### config.mk
export PLATFORM = sky130hd
export DESIGN_NAME = nco_wave
export DESIGN_NICKNAME = d
export VERILOG_FILES = /design/src/rtl/nco_wave.sv
export SDC_FILE = /design/constraint.sdc
export NUM_CORES = 1
export LEC_CHECK = 0
export ABC_AREA = 1
export ABC_CLOCK_PERIOD_IN_PS = 2300
export CORE_ASPECT_RATIO = 0.6
export CORE_MARGIN = 1
export CORE_UTILIZATION = 45
export CTS_BUF_LIST = sky130_fd_sc_hd__clkbuf_4
export CTS_CLUSTER_DIAMETER = 60
export DETAILED_ROUTE_END_ITERATION = 8
export MAX_ROUTING_LAYER = met4
export PLACE_DENSITY = 0.7
export REMOVE_ABC_BUFFERS = 1
export SYNTH_ARGS = -nofsm -noshare
export SYNTH_HDL_FRONTEND = slang
export SYNTH_SLANG_ARGS = --single-unit
### constraint.sdc
create_clock -name clk -period 2.3 [get_ports clk]
set_input_delay 0.69 -clock clk [delete_from_list [all_inputs] [get_ports clk]]
set_output_delay 0.69 -clock clk [all_outputs]
set_load 0.02 [all_outputs]
### src/rtl/nco_wave.sv
// nco_wave: waveform stage downstream of the phase-accumulator NCO.
//
// Samples the NCO phase on each ena strobe and converts it into an unsigned
// offset-binary DAC code. Waveform select and pulse width are latched only on
// a phase wrap, so a running cycle is never switched mid-way.
//
// Parameters:
//   dsz  phase input width (must match the NCO accumulator width)
//   osz  output/DAC word width, 8 <= osz <= dsz
//
// Ports:
//   clk       system clock
//   reset     synchronous, active-high reset
//   ena       sample strobe (phs is valid in the same cycle)
//   phs       NCO phase accumulator value
//   wave_sel  requested waveform, applied at the next wrap
//                0 saw, 1 inverse saw, 2 triangle, 3 pulse,
//                4 sub square, 5 sub-2 square, 6 noise, 7 saw+sub mix
//   pw        pulse width for wave_sel 3, applied at the next wrap
//   out       registered waveform sample
//   valid     one-clk pulse when out updates (two clocks after ena)
//   sub       sub-octave square (toggles on every phase wrap)
//
// Build option:
//   NCO_WAVE_NOISE_EN  when defined, wave_sel 6 outputs a 23-bit LFSR
//                      (x^23 + x^18 + 1); otherwise wave_sel 6 is a saw.

module nco_wave #(
  parameter int unsigned dsz = 24,
  parameter int unsigned osz = 12
) (
  input  logic           clk,
  input  logic           reset,
  input  logic           ena,
  input  logic [dsz-1:0] phs,
  input  logic [2:0]     wave_sel,
  input  logic [7:0]     pw,
  output logic [osz-1:0] out,
  output logic           valid,
  output logic           sub
);

  localparam int unsigned pw_w  = 8;
  localparam int unsigned sel_w = 3;

  localparam logic [osz-1:0] out_mid = {1'b1, {(osz-1){1'b0}}};
  localparam logic [osz-1:0] out_max = {osz{1'b1}};
  localparam logic [osz-1:0] out_zero = {osz{1'b0}};

  localparam logic [sel_w-1:0] sel_saw   = 3'd0;
  localparam logic [sel_w-1:0] sel_isaw  = 3'd1;
  localparam logic [sel_w-1:0] sel_tri   = 3'd2;
  localparam logic [sel_w-1:0] sel_pulse = 3'd3;
  localparam logic [sel_w-1:0] sel_sub   = 3'd4;
  localparam logic [sel_w-1:0] sel_sub2  = 3'd5;
  localparam logic [sel_w-1:0] sel_noise = 3'd6;
  localparam logic [sel_w-1:0] sel_mix   = 3'd7;

  // Elaboration-time parameter sanity check.
  if (osz < 8 || osz > dsz) begin : g_bad_osz
    $error("nco_wave: osz must satisfy 8 <= osz <= dsz");
  end

  // Stage-1 state
  logic [dsz-1:0]   phs_prev;
  logic [osz-1:0]   p1;
  logic             v1;
  logic [sel_w-1:0] sel_q;
  logic [pw_w-1:0]  pw_q;
  logic             sub2;

  // Combinational helpers
  logic             wrap_c;
  logic [osz-1:0]   tri_c;
  logic [osz-1:0]   noise_c;
  logic [osz-1:0]   wave_c;

  // A wrap is a strict decrease of phase between consecutive samples; equal
  // phases (frq = 0) never wrap, and at most one wrap is seen per sample.
  assign wrap_c = (phs < phs_prev);

  // Stage 1: capture phase, detect wrap, latch per-cycle controls on wrap.
  always_ff @(posedge clk) begin
    if (reset) begin
      phs_prev <= '0;
      p1       <= '0;
      v1       <= 1'b0;
      sel_q    <= '0;
      pw_q     <= '0;
      sub      <= 1'b0;
      sub2     <= 1'b0;
    end else if (ena) begin
      phs_prev <= phs;
      p1       <= phs[dsz-1 -: osz];
      v1       <= 1'b1;
      if (wrap_c) begin
        sub   <= ~sub;
        sel_q <= wave_sel;
        pw_q  <= pw;
        // sub2 advances on the falling edge of sub (sub currently 1).
        if (sub) begin
          sub2 <= ~sub2;
        end
      end
    end else begin
      v1 <= 1'b0;
    end
  end

`ifdef NCO_WAVE_NOISE_EN
  localparam int unsigned lfsr_w = 23;

  if (osz > lfsr_w) begin : g_bad_noise_osz
    $error("nco_wave: noise option needs osz <= 23");
  end

  logic [lfsr_w-1:0] lfsr;

  // Fibonacci LFSR x^23 + x^18 + 1, one step per sample strobe.
  always_ff @(posedge clk) begin
    if (reset) begin
      lfsr <= lfsr_w'(1);
    end else if (ena) begin
      lfsr <= {lfsr[lfsr_w-2:0], lfsr[22] ^ lfsr[17]};
    end
  end

  assign noise_c = lfsr[lfsr_w-1 -: osz];
`else
  // Without the noise option, sel 6 is an ordinary saw.
  assign noise_c = p1;
`endif

  // Triangle: fold the phase at midscale using the lower osz-1 bits doubled.
  assign tri_c = {p1[osz-2:0], 1'b0};

  // Stage-2 waveform function.
  always_comb begin
    wave_c = p1;
    case (sel_q)
      sel_saw:   wave_c = p1;
      sel_isaw:  wave_c = ~p1;
      sel_tri:   wave_c = p1[osz-1] ? ~tri_c : tri_c;
      sel_pulse: wave_c = (p1[osz-1 -: pw_w] < pw_q) ? out_max : out_zero;
      sel_sub:   wave_c = sub ? out_max : out_zero;
      sel_sub2:  wave_c = sub2 ? out_max : out_zero;
      sel_noise: wave_c = noise_c;
      // (p1 >> 1) tops out at out_mid-1, so adding out_mid cannot overflow.
      sel_mix:   wave_c = (p1 >> 1) + (sub ? out_mid : out_zero);
      default:   wave_c = p1;
    endcase
  end

  // Stage 2: registered output and valid strobe.
  always_ff @(posedge clk) begin
    if (reset) begin
      out   <= out_mid;
      valid <= 1'b0;
    end else begin
      valid <= v1;
      if (v1) begin
        out <= wave_c;
      end
    end
  end

endmodule

==> results of run 1 <==
-- layout make-up --
type | count | area [um^2]
clock buffer | 5 | 37.5
clock inverter | 3 | 38.8
fill | 652 | 2910
inverter | 51 | 196
multi-input combinational | 355 | 1850
sequential | 51 | 1020
tap | 87 | 109
timing repair buffer | 63 | 601
-- power by group through the flow --
stage / clock network (uW) / registers [uW] / logic (uW)
2_1_floorplan: 0 / 1030 / 370
3_3_place_gp: 0 / 1020 / 606
3_5_place_dp: 0 / 1020 / 621
4_1_cts: 532 / 999 / 628
5_1_grt: 566 / 1010 / 731
6_report: 515 / 1000 / 641
-- metrics by stage --
stage,setup WS (ns),power [uW]
CTS,0.0439,2160
detailed placement,-0.414,1640
global placement,-0.291,1620
finish,0.124,2160
floorplan,0.188,1400
global route,0.00351,2310
-- cell usage after synthesis (all sizes together) --
cell type,n,area share (%)
nand2,142,17
a21oi,69,12
dfxtp,51,32
inv,51,6.0
nor2,49,5.9
o21ai,37,5.8
ha,30,12
nand3,20,3.3
buf,12,2.9
clkbuf,10,1.8
nand4,2,0.39
a31oi,1,0.20
dlygate4sd1,1,0.27
nand3b,1,0.24
nor3,1,0.16
o21a,1,0.24
o22ai,1,0.20
-- worst min path at each step --
stage	endpoint	from	cells after the start	slack, ns
finish	phs_prev[1]	phs_prev[1]	2	0.47
global route	phs_prev[11]	phs_prev[11]	2	0.49
CTS	phs_prev[1]	phs_prev[1]	2	0.48
detailed placement	out[11]	out[11]	2	0.45
global placement	phs_prev[11]	phs_prev[11]	2	0.44
floorplan	phs_prev[11]	phs_prev[11]	2	0.44
-- critical path, delay by kind of cell --
kind / cells / cell delay [ns]
simple gates: 9 / 0.86
buf+inv: 1 / 0.43
fa+ha+maj: 1 / 0.32
compound gates: 1 / 0.17
-- per-layer routing --
metal	share of wire, %	wire (um)
met5	0	0
met2	42	3190
met3	5.1	388
met1	52	3990
met4	0.71	54
-- cell families after synthesis --
group / count (synthesis) / share of synthesized area [%]
and+or+nand+nor: 215 / 26.8
AOI/OAI and AO/OA: 109 / 18.4
buffers and inverters: 74 / 11.0
DFF: 51 / 32.0
adders and majority gates: 30 / 11.8
-- repair_timing --
item / CTS / global route
gates resized for setup: 1 / 9
endpoints found under the hold margin: 0 / 0
setup buffers: 0 / 1
endpoints found under the setup margin: 1 / 11
pin swaps: 0 / 2
cloned: 0 / 1
-- layout by cell type (no fill, tap or decap), drive strengths merged, types with 2 or more instances in the layout --
| cell | count |
|---|---|
| o21ai | 37 |
| buf | 12 |
| nand2 | 143 |
| clkdlybuf4s50 | 51 |
| nor2 | 49 |
| a21oi | 69 |
| ha | 30 |
| nand3 | 20 |
| clkbuf | 5 |
| nand4 | 2 |
| clkinv | 2 |
| dfxtp | 51 |
| inv | 51 |
-- flip-flops by register name, summed over array words and instances, names as in the netlist --
signal / flops
out: 12
phs_prev: 24
pw_q: 8
sel_q: 3
sub: 1
sub2: 1
v1: 1
valid: 1
==> results.ini, run 1 <==
[outcome]
status=finished, final reports clean

[global_routing]
grtUsageMet1_pct=29.1
gr-usage-met3_pct=3.23
grt_pass1_vias=2757
antenna_found_initial=0
busiest_layer=met2
grtUsageMet2_pct=34.0
grt_pass1_wl_mm=12.4
gr-total-overflow=0
grt_max_degree=48
grt_usage_pct=21.4

[placed_design]
routabilityCongestion=0.895
dp.cells=605
io_buffers=51
place_area_um2=3730
detailed_place_hpwl_mm=5.54

[setup_path]
startpoint=phs[19]
start_kind=primary input
worstPathArrival_ns=2.46
critPathCaptureType=flop
worst_path_largest_cell_delay_ns=0.43
path_cells=clkdlybuf4s50_1 > ha_1 > nand2_1 > nor2_2 > nand2_1 > nor2_1 > nand2_1 > nand2_1 > nor2_4 > nand2_2 > o21ai_0 > nor2_1
endpoint=pw_q[3]
reg2reg_depth=12
r2r_start=phs_prev[19]
ff2ff_setup_slack_ns=0.28
cpMostUsedCell=nand2_1
r2r_end=pw_q[3]
worstPathMaxFanout=6
slowest_stage=clkdlybuf4s50_1
cp.required_ns=2.59
criticalPathCategory=primary input to flop

[layout]
final_area_um2=3850
stdcell_count=615
drive_gt1_share_pct=8.33
final_nets=595
antennaDiodeCount=0
syn_to_final_growth_pct=20.7
fin_util_pct=57.0

[power_and_ir_drop]
p_leak_uw=0.00178
powerDensity_nw_per_um2=559
clock_power_share_pct=23.9
swShare_pct=32.7
worst_ir_drop_vdd_uv=238
p_comb_share_pct=29.7
p_int_uw=1450
power.switching_uw=704
seq_power_share_pct=46.4

[timing]
clock_skew_ns=0.00648
hold_slack_ns=0.475
setup-violations-final=0
fin_crit_ns=2.18
slew_viol_final=0
slew_headroom_pct=55.7
rsz0062_at_grt=no
finalSetupTns_ns=0
period_share_pct=94.6
worst_pin_slew_ns=0.664
max_freq_ghz=0.460
hold_viol_final=0

[routing]
antenna_left=0
firstDrtPassIters=5
wl_per_cell_um=12.4
viasPerCell=5.04
dr.first_iter.drc_count=175
routed_wl_mm=7.62
drc_errors=0
vias=3101

[floorplanning]
die_h_um=67.3
start_util_pct=47.2
core-area_um2=6760
rows=23
die_w_um=111
dieArea_um2=7450
ios=52

[clock_network]
clk_path_buf_depth=2
worstSkewPairLatency_ns=0.38
numCtsBuffers=5
cts_hold_buf=0
cts_tree=done
cts.sinks=51
cts-root-buf=clkbuf_4
htreeDepth=2
clkTransAtPathRegs_ns=0.15

[logic_synthesis]
yosysUniqueCellTypes=28
syn_inst=479
synth_seq_cells=51
synth_warnings=0
seq_area_frac_synth_pct=32.0
synth_area_um2=3190
avgSynthCellArea_um2=6.67

[hold_path]
hold_class=flop to flop

[job]
drv_cap=0

(Power assumes the default switching activity.)
==> run 2: changes to the inputs <==
==> constraint.sdc (replaced) <==
create_clock -name clk -period 2.3 [get_ports clk]
set_input_delay 0.69 -clock clk [delete_from_list [all_inputs] [get_ports clk]]
set_output_delay 0.69 -clock clk [all_outputs]
set_load 0.005 [all_outputs]
==> results of run 2 <==
The final DEF is identical to that of run 1. Status: finished, final reports clean.
Main changes from that run: total power 2160 uW -> 2140 uW
